[src/rtl/alu_share_arbiter.sv]
// -----------------------------------------------------------------------------
// alu_share_arbiter
//
// Purpose:
//   Shares one purely combinational 16-bit 74181-style ALU between N_REQ
//   requesters (2..4).
//   - A round-robin arbiter picks one pending operation while idle.
//   - The winner's operation is registered and presented to the ALU for
//     exactly one cycle.
//   - The ALU result is captured and returned on a valid/ready response
//     channel.
//   - Only one operation is in flight at a time: IDLE -> EXEC -> RESP.
//
// Parameters:
//   N_REQ          number of requesters, 2..4 (anything else fails elaboration)
//
// Ports:
//   clk            clock, all state on the rising edge
//   rst            synchronous active-high reset
//   req_valid      [N_REQ]     requester i has an operation pending
//   req_ready      [N_REQ]     one-hot grant (combinational, only in IDLE)
//   req_s          [4*N_REQ]   ALU select per requester, bits [4i+3:4i]
//   req_ci         [N_REQ]     carry-in per requester
//   req_m          [N_REQ]     mode per requester (1 = logic, 0 = arithmetic)
//   req_a, req_b   [16*N_REQ]  operands per requester, bits [16i+15:16i]
//   alu_s/ci/m/a/b             registered operation driven into the ALU
//   alu_y          [16]        ALU result, combinational from alu_*
//   rsp_valid      result available
//   rsp_ready      consumer accepts the result
//   rsp_data       [16]        captured ALU result
//   rsp_id         [2]         index of the requester that issued the op
//   rsp_zero       (only with ALU_ZERO_FLAG_EN) captured result == 0
//   busy           high whenever the FSM is not in IDLE
//
// Optional feature macro: ALU_ZERO_FLAG_EN adds the rsp_zero output.
// -----------------------------------------------------------------------------
module alu_share_arbiter #(
    parameter int N_REQ = 2
) (
    input  logic                  clk,
    input  logic                  rst,
    input  logic [N_REQ-1:0]      req_valid,
    output logic [N_REQ-1:0]      req_ready,
    input  logic [4*N_REQ-1:0]    req_s,
    input  logic [N_REQ-1:0]      req_ci,
    input  logic [N_REQ-1:0]      req_m,
    input  logic [16*N_REQ-1:0]   req_a,
    input  logic [16*N_REQ-1:0]   req_b,
    output logic [3:0]            alu_s,
    output logic                  alu_ci,
    output logic                  alu_m,
    output logic [15:0]           alu_a,
    output logic [15:0]           alu_b,
    input  logic [15:0]           alu_y,
    output logic                  rsp_valid,
    input  logic                  rsp_ready,
    output logic [15:0]           rsp_data,
    output logic [1:0]            rsp_id,
`ifdef ALU_ZERO_FLAG_EN
    output logic                  rsp_zero,
`endif
    output logic                  busy
);

    generate
        if (N_REQ < 2 || N_REQ > 4) begin : g_bad_n_req
            $error("alu_share_arbiter: N_REQ must be 2..4");
        end
    endgenerate

    typedef enum logic [1:0] {
        IDLE = 2'd0,
        EXEC = 2'd1,
        RESP = 2'd2
    } state_t;

    state_t            state_q;
    logic [1:0]        last_q;
    logic [3:0]        alu_s_q;
    logic              alu_ci_q;
    logic              alu_m_q;
    logic [15:0]       alu_a_q;
    logic [15:0]       alu_b_q;
    logic              rsp_valid_q;
    logic [15:0]       rsp_data_q;
    logic [1:0]        rsp_id_q;
`ifdef ALU_ZERO_FLAG_EN
    logic              rsp_zero_q;
`endif

    // Round-robin search results and the winner's operation fields
    logic [N_REQ-1:0]  grant_d;
    logic              grant_any_d;
    logic [1:0]        grant_idx_d;
    logic [3:0]        sel_s_d;
    logic              sel_ci_d;
    logic              sel_m_d;
    logic [15:0]       sel_a_d;
    logic [15:0]       sel_b_d;

    // Search starts one past the last winner and wraps. The inner loop
    // compares against a constant requester index so every select below
    // is a constant part-select after unrolling.
    always_comb begin
        grant_d     = '0;
        grant_any_d = 1'b0;
        grant_idx_d = '0;
        sel_s_d     = '0;
        sel_ci_d    = 1'b0;
        sel_m_d     = 1'b0;
        sel_a_d     = '0;
        sel_b_d     = '0;
        for (int k = 1; k <= N_REQ; k++) begin
            for (int i = 0; i < N_REQ; i++) begin
                if (!grant_any_d && req_valid[i] &&
                    (i == ((int'(last_q) + k) % N_REQ))) begin
                    grant_any_d = 1'b1;
                    grant_d[i]  = 1'b1;
                    grant_idx_d = 2'(i);
                    sel_s_d     = req_s[4*i +: 4];
                    sel_ci_d    = req_ci[i];
                    sel_m_d     = req_m[i];
                    sel_a_d     = req_a[16*i +: 16];
                    sel_b_d     = req_b[16*i +: 16];
                end
            end
        end
    end

    // Grants are only offered while idle, and never while reset is applied.
    assign req_ready = (state_q == IDLE && !rst) ? grant_d : '0;

    always_ff @(posedge clk) begin
        if (rst) begin
            state_q     <= IDLE;
            last_q      <= 2'(N_REQ - 1);
            alu_s_q     <= '0;
            alu_ci_q    <= 1'b0;
            alu_m_q     <= 1'b0;
            alu_a_q     <= '0;
            alu_b_q     <= '0;
            rsp_valid_q <= 1'b0;
            rsp_data_q  <= '0;
            rsp_id_q    <= '0;
`ifdef ALU_ZERO_FLAG_EN
            rsp_zero_q  <= 1'b0;
`endif
        end else begin
            case (state_q)
                IDLE: begin
                    if (grant_any_d) begin
                        alu_s_q  <= sel_s_d;
                        alu_ci_q <= sel_ci_d;
                        alu_m_q  <= sel_m_d;
                        alu_a_q  <= sel_a_d;
                        alu_b_q  <= sel_b_d;
                        rsp_id_q <= grant_idx_d;
                        last_q   <= grant_idx_d;
                        state_q  <= EXEC;
                    end
                end
                EXEC: begin
                    // ALU inputs have been stable for the whole cycle.
                    rsp_data_q  <= alu_y;
`ifdef ALU_ZERO_FLAG_EN
                    rsp_zero_q  <= (alu_y == 16'h0000);
`endif
                    rsp_valid_q <= 1'b1;
                    state_q     <= RESP;
                end
                RESP: begin
                    if (rsp_ready) begin
                        rsp_valid_q <= 1'b0;
                        state_q     <= IDLE;
                    end
                end
                default: begin
                    state_q <= IDLE;
                end
            endcase
        end
    end

    assign alu_s     = alu_s_q;
    assign alu_ci    = alu_ci_q;
    assign alu_m     = alu_m_q;
    assign alu_a     = alu_a_q;
    assign alu_b     = alu_b_q;
    assign rsp_valid = rsp_valid_q;
    assign rsp_data  = rsp_data_q;
    assign rsp_id    = rsp_id_q;
`ifdef ALU_ZERO_FLAG_EN
    assign rsp_zero  = rsp_zero_q;
`endif
    assign busy      = (state_q != IDLE);

endmodule

[config.mk]
export PLATFORM = sky130hd
export DESIGN_NAME = alu_share_arbiter
export DESIGN_NICKNAME = d
export VERILOG_FILES = /design/src/rtl/alu_share_arbiter.sv
export SDC_FILE = /design/constraint.sdc
export NUM_CORES = 1
export LEC_CHECK = 0
export ABC_CLOCK_PERIOD_IN_PS = 1720
export CORE_ASPECT_RATIO = 1.4
export CORE_MARGIN = 8
export CORE_UTILIZATION = 30
export DETAILED_ROUTE_END_ITERATION = 10
export GPL_ROUTABILITY_DRIVEN = 0
export HOLD_SLACK_MARGIN = 0.03
export PLACE_DENSITY = 0.68
export SYNTH_ARGS = -nofsm -noshare
export SYNTH_HDL_FRONTEND = slang
export SYNTH_SLANG_ARGS = --single-unit
[constraint.sdc]
create_clock -name clk -period 1.72 [get_ports clk]
set_clock_uncertainty 0.15 [all_clocks]
set_input_delay 0.344 -clock clk [delete_from_list [all_inputs] [get_ports clk]]
set_output_delay 0.344 -clock clk [all_outputs]
set_load 0.02 [all_outputs]
* Yosys cells after proc, flatten, opt, wreduce, memory -nomap -nowiden
Index checks and enable logic that the tools add are counted.
Cells by class: shift operators 0, reduce and logical (&&, ||, !) cells 20, $add $sub $neg 2, equal/unequal tests 6, bitwise gates (word level) 2, $lt $le $gt $ge 0, $mul 0, mux-type cells 36, divide/modulo/power cells 0
Operators by type and width (number):
- $mux 16 | 8
- $logic_not 32->1 | 2
- $mux 1 | 17
- $mux 4 | 4
- $mux 2 | 5
- $logic_and 1x1->1 | 8
- $pmux 2 s3 | 1
- $reduce_and 2->1 | 3
- $eq 2x2->1 const A | 2
- $logic_not 1->1 | 4
- $ne 2x2->1 const B | 2
- $reduce_bool 2->1 | 2
- $add 1x1->1 const B | 2
- $and 1x1->1 const A | 2
- $eq 2x1->1 const B | 1
- $eq 2x2->1 const B | 1
- $logic_not 2->1 | 1
- $pmux 1 s2 | 1
Word-level totals: bits in latches 0, ROM bits 0, memories kept 0, flip-flop bits (word level) 60, bits in writable memories 0

* Logic depth before layout (Yosys ltp)
Gate-level depths: netlist of the first run.
depth after elaboration 19, gate-level depth with buffers 5, depth with buffers taken out 4

* Worst setup path after synthesis of the first run
OpenSTA, ideal clock, no wires.
path kind flip-flop to output port, start point register state_q[0], end point output req_ready[0], arrival time 1207 ps, setup slack 19 ps, stages on the path, launching flop included 6, cell sequence dfxtp_1 > nor3b_2 > buf_4 > buf_4 > nand2_1 > nor2_1
Between the ends: cells in the longest elaborated chain, start to end 3
RTL lines:
- from (decl) | line 77 | state_t state_q;
- from (signal assigned) | line 135 | state_q <= IDLE;
- from (signal assigned) | line 159 | state_q <= EXEC;
- from (signal assigned) | line 169 | state_q <= RESP;
- $logic_not 2->1 | line 131 | assign req_ready = (state_q == IDLE && !rst) ? grant_d : '0;
- $logic_and 1x1->1 | line 131
- $mux 2 | line 131
- to (decl) | line 43 | output logic [N_REQ-1:0] req_ready,
Every way passes these cells.

* Worst setup path after layout of the first run
start point register state_q[1], end point output req_ready[0]
Same word-level chain as after synthesis.

==> key figures, run 1 <==
Critical path
  – Slowest cell on the critical path: dfxtp_4
  – Crit-path cells: nor3b_4 > nand2_1 > nor2_1 > buf_4
  – CP Max Fanout: 6
  – Worst Setup End Kind: output pin
  – Max incr delay on CP: 0.37 ns
  – Buf/Inv on CP: 1
  – Critical path's top delay family: flip-flops
  – Setup crit start kind: flip-flop
  – Type of the worst setup path: reg -> out
  – Arrival time worst endpoint: 1.18 ns
  – Critical path required time: 1.23 ns

Power and ir drop
  – Leak: 1.81 nW
  – Power Density: 986 mW/mm²
  – Combinational power share: 23.9%
  – Switching pwr: 1.20 mW
  – Power, Total: 4.36 mW
  – Clock power frac: 40.5%
  – Sw frac: 27.5%
  – Sequential share of power: 35.7%
  – Internal Power: 3.16 mW
  – Max rail drop VDD: 0.539 mV

Synthesis
  – Distinct cells, synth: 20
  – Syn nets: 416
  – Post-synth EDFFs: 0
  – Syn Inst Count: 319
  – Post-synthesis sequential area ratio: 47.4%
  – Flip-flop and latch count after synthesis: 59
  – Area leader, netlist: dfxtp_1
  – Synth Cell Area: 0.00249 mm²
  – Mapped Avg Cell Area: 7.82 µm²
  – Post-synth ARST share: 0%
  – Area contributors post-synth: dfxtp_1 47%, nand3_1 15%, a31oi_1 9.5%
  – Top cell type's share of synthesized area: 47.4%
  – Synth warnings: 0
  – Most frequent cell after synthesis: nand3_1
  – Most frequent cells after synthesis: 76 x nand3_1, 59 x dfxtp_1, 39 x o21ai_1
  – Prevailing post-synth register cell: dfxtp_1

Floorplanning
  – DIE AREA: 0.0115 mm²
  – IO Pins: 157
  – Die width: 93.1 µm
  – Row count: 39
  – Die extent in y: 124 µm
  – Core Region: 0.00810 mm²
  – Initial Util: 30.8%

Detailed routing
  – Post-DRT Antenna Nets: 0
  – Drt first pass iters: 4
  – Residual DRC count: 0
  – Via count: 2930
  – Total wire length: 9510 µm
  – Drt initial violations: 192
  – Average vias per placed instance: 5.10
  – DR WL/cell: 16.6 µm

Finish
  – Layout Nets: 564
  – Layout area overhead: 77.3%
  – Fillers: 784
  – Layout cell share with drive strength beyond 1: 9.34%
  – Final Cell Area: 0.00442 mm²

GRT
  – Largest net degree at the start of global routing: 40
  – Vias in the first global route: 2847
  – Initial antenna violation count: 2
  – Total gr overflow: 0
  – Tot GR Track Use: 16.3%
  – First-pass GRT wire length: 14900 µm

Place
  – Post-DP HPWL: 6880 µm
  – Area after DPL: 0.00418 mm²
  – Port Buffer Count: 155
  – Dpl ws: -0.665 ns

STA
  – Final WS setup: 0.0431 ns
  – Worst hold slack: 0.299 ns
  – Setup violations, final: 0
  – Hold Vio Cnt, Final: 0
  – FMAX: 596 MHz
  – Period utilization: 97.5%
  – Max-slew violation count: 0
  – RSZ-0062 raised after global routing: true
  – Post-layout minimum cycle time: 1.68 ns

Clock network
  – Sink Count: 59
  – Clock Pin Slew Worst Setup and Hold Paths: 0.05 ns
  – # H-tree levels: 3
  – CTS tree: yes
  – CTS Root Cell: clkbuf_16
  – Number of CTS-inserted buffers: 9
  – Hold_buf cts: 0
  – Clk buf depth: 2
  – Worst-Skew Late Latency: 0.32 ns

Run status
  – Outcome: complete, no violations

Job
  – Max Cap Viol: 0

Min path
  – Hold crit path type: reg -> reg
## registers in the layout, summed over array words and instances (netlist names), 2 cells and up
register  count
alu_a        16
alu_b        16
rsp_data     16
alu_s         4
state_q       2
## cell usage in the layout (no fill, tap or decap), types with 2 or more instances in the layout
master	synthesis	layout
a31oi_1	38	38
nand2_1	35	34
nor2_1	5	2
clkbuf_1	12	2
buf_4	3	16
buf_12	0	2
nand2b_1	2	2
dfxtp_1	59	57
nor2b_1	2	2
o21ai_1	39	39
clkbuf_8	0	2
clkbuf_16	0	9
buf_6	0	2
clkdlybuf4s50_1	0	93
nand3_1	76	76
dlygate4sd2_1	0	58
a21oi_1	19	19
nor2_4	0	2
## repair_timing
item                       4_1_cts  5_1_grt
pin swaps                        1        2
buffers inserted                 0        1
gates cloned                     0        0
gates resized for setup         74        4
hold endpoints to repair         0        0
setup endpoints to repair       59        3
## per-layer routing
metal | wire length [µm] | vias up | GRT usage, %
li1 | - | 1444 | -
met1 | 3740 | 1319 | 17.7
met2 | 4610 | 132 | 26.0
met3 | 795 | 33 | 6.57
met4 | 358 | 2 | 10.1
met5 | 11 | - | 0
## worst register-to-register path: stages, from the launching register on
cell,delay [ns]
dfxtp_4,0.37
nor3b_4,0.18
buf_4,0.42
nand3_1,0.15
a31oi_1,0.16
## power groups by stage
stage / Combinational [mW] / Clock, mW / Sequential [mW]
global placement: 1.12 / 0 / 1.58
detailed placement: 1.12 / 0 / 1.59
CTS: 1.05 / 1.81 / 1.56
global route: 1.12 / 1.88 / 1.57
finish: 1.04 / 1.76 / 1.55
floorplan: 0.390 / 0 / 1.72
## cells by family after synthesis
family | Yosys count | synth area share, %
buffers and inverters | 37 | 7.07
AND/OR/NAND/NOR | 123 | 23.3
other | 1 | 0.150
AO/OA/AOI/OAI | 99 | 22.1
flip-flops | 59 | 47.4
## path summary, 6_finish.rpt
path                            slack [ns]                       end                startpoint  cells past startpoint
worst max-delay path                  0.04              req_ready[0]   state_q[1]$_SDFFE_PP0P_                      4
worst min register to register        0.30  rsp_data[7]$_SDFFE_PP0P_  rsp_data[7]$_SDFFE_PP0P_                      2
worst max register to register        0.21     alu_b[2]$_SDFFE_PP0P_   state_q[1]$_SDFFE_PP0P_                      4
worst min-delay path                  0.30  rsp_data[7]$_SDFFE_PP0P_  rsp_data[7]$_SDFFE_PP0P_                      2
## cell type report
class	instances	area (µm²)	share of cell area, %
Antenna cell	1	2.50	0.0566
Clock buffer	13	260	5.89
Clock inverter	2	35.0	0.793
Inverter	1	3.75	0.0849
Multi-Input combinational cell	223	1170	26.5
Sequential cell	59	1190	26.8
Tap cell	102	128	2.89
Timing Repair Buffer	173	1630	36.9
## stage by stage
stage,setup TNS (ns),instances,util [%]
finish,0,574,54.6
global route,-0.0346,574,54.6
CTS,0,572,54.4
detailed placement,-12.91,557,51.6
global placement,-12.35,557,51.6
floorplan,0,319,-
Note: power is estimated with default switching activity, not from simulation.
==> inputs of run 2 (changes only) <==
--- a/config.mk
+++ b/config.mk
@@ -10,9 +10,10 @@
 export CORE_MARGIN = 8
 export CORE_UTILIZATION = 30
 export DETAILED_ROUTE_END_ITERATION = 10
+export DONT_BUFFER_PORTS = 1
 export GPL_ROUTABILITY_DRIVEN = 0
 export HOLD_SLACK_MARGIN = 0.03
-export PLACE_DENSITY = 0.68
+export RECOVER_POWER = 25
 export SYNTH_ARGS = -nofsm -noshare
 export SYNTH_HDL_FRONTEND = slang
 export SYNTH_SLANG_ARGS = --single-unit
==> run 2 against run 1 <==
The run now ends with hold timing, setup timing left. Sequential cell count did not move. Sequential power rose by 12%. Fmax fell by 3.1%. Hold slack got worse by 0.36 ns. Die area did not move. Cell count fell by 25%. Sequential share of layout area rose by 11 points. Clock power rose by 28%. Non-clock buffer count fell by 146. Combinational power fell by 47%. Routed wire length fell by 6.1%. Setup slack got worse by 0.054 ns. Critical endpoint unchanged. Largest cell class is now registers. Largest power group unchanged.
==> key figures, run 2 (synthesis gave the netlist of run 1 again) <==
Critical path
  – R2R cell count: 3
  – Reg2reg start: state_q[1]$_SDFFE_PP0P_
  – Worst Setup End Kind: output pin
  – Type of the worst setup path: reg -> out
  – Setup crit start kind: flip-flop
  – CP Max Fanout: 7
  – Reg2Reg Setup Slack: 0.07 ns
  – Arrival time worst endpoint: 1.24 ns
  – R2r endpoint: state_q[1]$_SDFFE_PP0P_
  – Critical path required time: 1.23 ns

Place
  – Area after DPL: 0.00264 mm²
  – Dpl ws: 0.195 ns
  – Post-DP HPWL: 6290 µm
  – Port Buffer Count: 0
  – Placed Cells: 404

STA
  – Setup violations, final: 1
  – Post-layout minimum cycle time: 1.73 ns
  – RSZ-0062 raised after global routing: true
  – Final WS setup: -0.0113 ns
  – Worst hold slack: -0.0590 ns
  – Hold Vio Cnt, Final: 57
  – FMAX: 578 MHz
  – Period utilization: 101%
  – Max-slew violation count: 0

GRT
  – Initial antenna violation count: 0
  – Largest net degree at the start of global routing: 62
  – Total gr overflow: 0
  – First-pass GRT wire length: 13300 µm
  – Tot GR Track Use: 14.9%
  – Vias in the first global route: 2511

Detailed routing
  – Drt initial violations: 146
  – Residual DRC count: 0
  – DR WL/cell: 20.9 µm
  – Average vias per placed instance: 5.74
  – Post-DRT Antenna Nets: 0
  – Total wire length: 8930 µm
  – Drt first pass iters: 4
  – Via count: 2456

Finish
  – # diodes: 0
  – Fillers: 829
  – Fin cells: 428
  – Commonest cells after routing, fill and taps aside: 76 x nand3_1, 57 x dfxtp_1, 38 x o21ai_1, 38 x a31oi_1, 34 x nand2_1
  – Most common cell after layout, fill and taps aside: nand3_1
  – Layout area overhead: 24.2%
  – Layout Nets: 418
  – Final Cell Area: 0.00310 mm²
  – Layout cell share with drive strength beyond 1: 15.3%

Job
  – Max Cap Viol: 0

Floorplanning
  – Die width: 93.1 µm
  – IO Pins: 157
  – DIE AREA: 0.0115 mm²
  – Core Region: 0.00810 mm²
  – Initial Util: 30.8%
  – Die extent in y: 124 µm
  – Row count: 39

Power and ir drop
  – Leak: 1.07 nW
  – Power Density: 1460 mW/mm²
  – Power, Total: 4.53 mW
  – Max rail drop VDD: 0.900 mV

Min path
  – Hold crit path type: in -> reg
  – WHS Path Cells: 1
  – Worst Hold End: rsp_data[12]$_SDFFE_PP0P_
  – Hold wc startpoint: rst

Clock network
  – CTS Root Cell: clkbuf_16
  – CTS tree: yes
  – # H-tree levels: 3
  – Number of CTS-inserted buffers: 9
  – Sink Count: 59
  – Clk buf depth: 2
  – Clock Pin Slew Worst Setup and Hold Paths: 0.05 ns
  – Worst-Skew Late Latency: 0.32 ns
  – Hold_buf cts: 3

Run status
  – Outcome: complete, but fails checks
  – Failing checks: hold timing, setup timing
==> run 2: worst max path at each step <==
stage / startpoint / to / slack (ns)
after floorplan: state_q[0]$_SDFFE_PP0P_ / req_ready[0] / 0.02
after global placement: state_q[0]$_SDFFE_PP0P_ / alu_b[5]$_SDFFE_PP0P_ / 0.27
after detailed placement: state_q[0]$_SDFFE_PP0P_ / alu_a[13]$_SDFFE_PP0P_ / 0.20
after CTS: state_q[1]$_SDFFE_PP0P_ / req_ready[0] / -0.02
after global routing: state_q[1]$_SDFFE_PP0P_ / req_ready[0] / -0.11
final: state_q[1]$_SDFFE_PP0P_ / req_ready[0] / -0.01
==> run 2: power breakdown <==
part	leakage (nW)	total [mW]	switching, mW	internal [mW]
sequential	0.486	1.73	0.238	1.49
combinational	0.405	0.547	0.324	0.223
clock	0.183	2.25	0.611	1.64
==> run 2: metrics by stage <==
step	util [%]	TNS, ns	hold WS, ns
6_report	38.2	-0.0113	-0.0590
5_1_grt	38.2	-0.133	-0.0763
4_1_cts	37.8	-0.0152	-0.0739
3_5_place_dp	32.6	0	0.273
3_3_place_gp	32.6	0	0.270
2_1_floorplan	-	0	0.319
==> run 2: per-layer routing <==
metal / vias to the layer above / share of wire, % / global-route usage, %
met5: - / 0 / 0
met4: 0 / 1.7 / 7.68
met3: 12 / 9.3 / 4.40
met2: 133 / 50 / 25.3
met1: 1154 / 39 / 16.6
li1: 1157 / - / -
==> run 2: repair_timing <==
item                                   4_1_cts  5_1_grt
setup endpoints to repair                    3        4
endpoints found under the hold margin       59       57
cloned                                       0        0
buffers inserted                             1        5
pin swaps                                    1        2
gates resized for setup                      3        5
==> run 2: final cells by class <==
class                           instances  area, µm²  share of cell area [%]
Clock buffer                           12        256                    8.28
Clock inverter                          4        120                    3.88
Multi-Input combinational cell        223       1180                    38.0
Sequential cell                        59       1190                    38.3
Inverter                                1       8.76                   0.283
Tap cell                              102        128                    4.12
Timing Repair Buffer                   27        220                    7.11
==> run 2: critical path: stages (launching register included) <==
cell and delay, ns:
dfxtp_4 0.37, nor3b_4 0.20, nand2_1 0.09, nor2_1 0.10
buf_4 0.15
==> inputs of run 3 (changes only) <==
--- a/config.mk
+++ b/config.mk
@@ -9,10 +9,12 @@
 export CORE_ASPECT_RATIO = 1.4
 export CORE_MARGIN = 8
 export CORE_UTILIZATION = 30
+export CTS_CLUSTER_SIZE = 28
 export DETAILED_ROUTE_END_ITERATION = 10
 export DONT_BUFFER_PORTS = 1
 export GPL_ROUTABILITY_DRIVEN = 0
 export HOLD_SLACK_MARGIN = 0.03
+export MAX_ROUTING_LAYER = met4
 export RECOVER_POWER = 25
 export SYNTH_ARGS = -nofsm -noshare
 export SYNTH_HDL_FRONTEND = slang
==> constraint.sdc (replaced) <==
create_clock -name clk -period 1.72 [get_ports clk]
set_clock_uncertainty 0.15 [all_clocks]
set_input_delay 0.344 -clock clk [delete_from_list [all_inputs] [get_ports clk]]
set_output_delay 0.344 -clock clk [all_outputs]
set_load 0.005 [all_outputs]
==> run 3 against run 2 <==
The flow finishes with violations (hold timing). Via count is 1.5% lower. Design area is 3.1% lower. Cell count is 1.6% lower. Register-to-register slack hardly changed. Critical path depth is 1 lower. Non-clock buffer count is 7 lower. Sequential power is 8% lower. Setup slack better by 0.078 ns. Global-route usage hardly changed. Critical path type is now reg -> reg. Largest cell class unchanged.
==> key figures, run 3 (synthesis gave the netlist of run 1 again) <==
Run status
  – Outcome: complete, but fails checks
  – Failing checks: hold timing

Critical path
  – Levels on crit path: 3
  – Reg2reg start: state_q[1]$_SDFFE_PP0P_
  – R2r endpoint: state_q[1]$_SDFFE_PP0P_
  – CP Max Fanout: 7
  – Slowest cell on the critical path: dlygate4sd3_1
  – Setup crit start kind: flip-flop
  – R2R cell count: 3
  – Max incr delay on CP: 0.56 ns
  – Buf/Inv on CP: 1
  – Type of the worst setup path: reg -> reg
  – Critical path required time: 1.83 ns
  – Crit-path cells: or3b_1 > a21oi_1 > dlygate4sd3_1
  – Reg2Reg Setup Slack: 0.07 ns
  – Arrival time worst endpoint: 1.76 ns
  – Critical path's top delay family: buffers and inverters
  – Worst Setup End Kind: flip-flop

Power and ir drop
  – Switching pwr: 1.01 mW
  – Clock power frac: 49.4%
  – Internal Power: 3.14 mW
  – Sw frac: 24.4%
  – Combinational power share: 12.0%
  – Leak: 1.02 nW
  – Power Density: 1380 mW/mm²
  – Power, Total: 4.15 mW
  – Sequential share of power: 38.6%
  – Max rail drop VDD: 0.560 mV

GRT
  – Tot GR Track Use: 14.9%
  – First-pass GRT wire length: 12900 µm
  – Vias in the first global route: 2380
  – Initial antenna violation count: 0
  – Largest net degree at the start of global routing: 62
  – Total gr overflow: 0

Clock network
  – CTS Root Cell: clkbuf_16
  – CTS tree: yes
  – Clk buf depth: 2
  – # H-tree levels: 3
  – Sink Count: 59
  – Number of CTS-inserted buffers: 9
  – Hold_buf cts: 2
  – Clock Pin Slew Worst Setup and Hold Paths: 0.05 ns
  – Worst-Skew Late Latency: 0.32 ns

Job
  – Max Cap Viol: 0

STA
  – Setup violations, final: 0
  – Final WS setup: 0.0665 ns
  – Setup TNS: 0 ns
  – Period utilization: 96.1%
  – Worst hold slack: -0.0652 ns
  – Max-slew violation count: 0
  – FMAX: 605 MHz
  – Hold Vio Cnt, Final: 57
  – Post-layout minimum cycle time: 1.65 ns
  – RSZ-0062 raised after global routing: true

Detailed routing
  – Total wire length: 8650 µm
  – Via count: 2420
  – Drt initial violations: 200
  – Average vias per placed instance: 5.75
  – Drt first pass iters: 4
  – DR WL/cell: 20.6 µm
  – Post-DRT Antenna Nets: 0
  – Residual DRC count: 0

Place
  – Dpl ws: 0.206 ns
  – Area after DPL: 0.00262 mm²
  – Port Buffer Count: 0
  – Post-DP HPWL: 6230 µm

Finish
  – # diodes: 0
  – Layout Utilization: 37.1%
  – Final Cell Area: 0.00300 mm²
  – Commonest cells after routing, fill and taps aside: 76 x nand3_1, 57 x dfxtp_1, 39 x o21ai_1, 38 x a31oi_1, 35 x nand2_1
  – Most common cell after layout, fill and taps aside: nand3_1
  – Layout cell share with drive strength beyond 1: 12.9%
  – Layout area overhead: 20.4%
  – Layout Nets: 411

Floorplanning
  – DIE AREA: 0.0115 mm²
  – Die width: 93.1 µm
  – Core Region: 0.00810 mm²
  – IO Pins: 157
  – Row count: 39
  – Die extent in y: 124 µm
  – Initial Util: 30.8%

Min path
  – Hold wc startpoint: rst
  – Worst Hold End: rsp_data[11]$_SDFFE_PP0P_
  – Hold crit path type: in -> reg
  – WHS Path Cells: 1
run 3: cell types whose count changed in the layout (fill, tap and decap cells not counted), sizes merged:
| cell | delta |
|---|---|
| clkbuf | -1 |
| inv | +1 |
| bufinv | -1 |
| clkinv | +1 |
| buf | -7 |
run 3: through the flow:
stage | std cells | hold slack, ns
final | 421 | -0.0652
after global routing | 421 | -0.0849
after CTS | 421 | -0.0784
after detailed placement | 402 | 0.273
after global placement | 402 | 0.270
after floorplan | 319 | 0.303
run 3: repair_timing:
action | 4_1_cts | 5_1_grt
endpoints found under the setup margin | 2 | 2
endpoints found under the hold margin | 59 | 57
cloned | 0 | 0
resized for setup | 2 | 2
buffers inserted | 1 | 0
pin swaps | 1 | 0
run 3: cell type report:
type	count	area, µm²
tap	102	128
multi-input combinational	223	1170
inverter	1	6.26
sequential	59	1190
fill	839	5100
timing repair buffer	20	168
clock inverter	5	100
clock buffer	11	243
run 3: power by group through the flow:
stage	sequential, mW	clock, mW	combinational, mW
after floorplan	1.59	0	0.382
after global placement	1.63	0	0.473
after detailed placement	1.63	0	0.490
after CTS	1.61	2.10	0.499
after global routing	1.62	2.17	0.554
final	1.60	2.05	0.500
run 3: metal layers:
metal	up-vias	track usage, %	part of all wire (%)	routed length, µm
li1	1145	-	-	-
met1	1132	17.3	41	3510
met2	130	22.9	48	4170
met3	13	5.25	9.8	844
met4	0	6.37	1.5	130
met5	-	-	0	0
run 3: worst max path at each step:
stage,start,to
final,state_q[1]$_SDFFE_PP0P_,state_q[1]$_SDFFE_PP0P_
after floorplan,state_q[0]$_SDFFE_PP0P_,req_ready[0]
after detailed placement,state_q[0]$_SDFFE_PP0P_,alu_a[13]$_SDFFE_PP0P_
after global routing,state_q[1]$_SDFFE_PP0P_,state_q[1]$_SDFFE_PP0P_
after CTS,state_q[0]$_SDFFE_PP0P_,busy
after global placement,state_q[0]$_SDFFE_PP0P_,alu_a[8]$_SDFFE_PP0P_
run 3: worst reg2reg max path: cells and delay by family (launching register included):
kind | cells | cell delay, ns
buffers and inverters | 1 | 0.56
DFF | 1 | 0.39
and+or+nand+nor | 1 | 0.35
AOI/OAI and AO/OA | 1 | 0.14
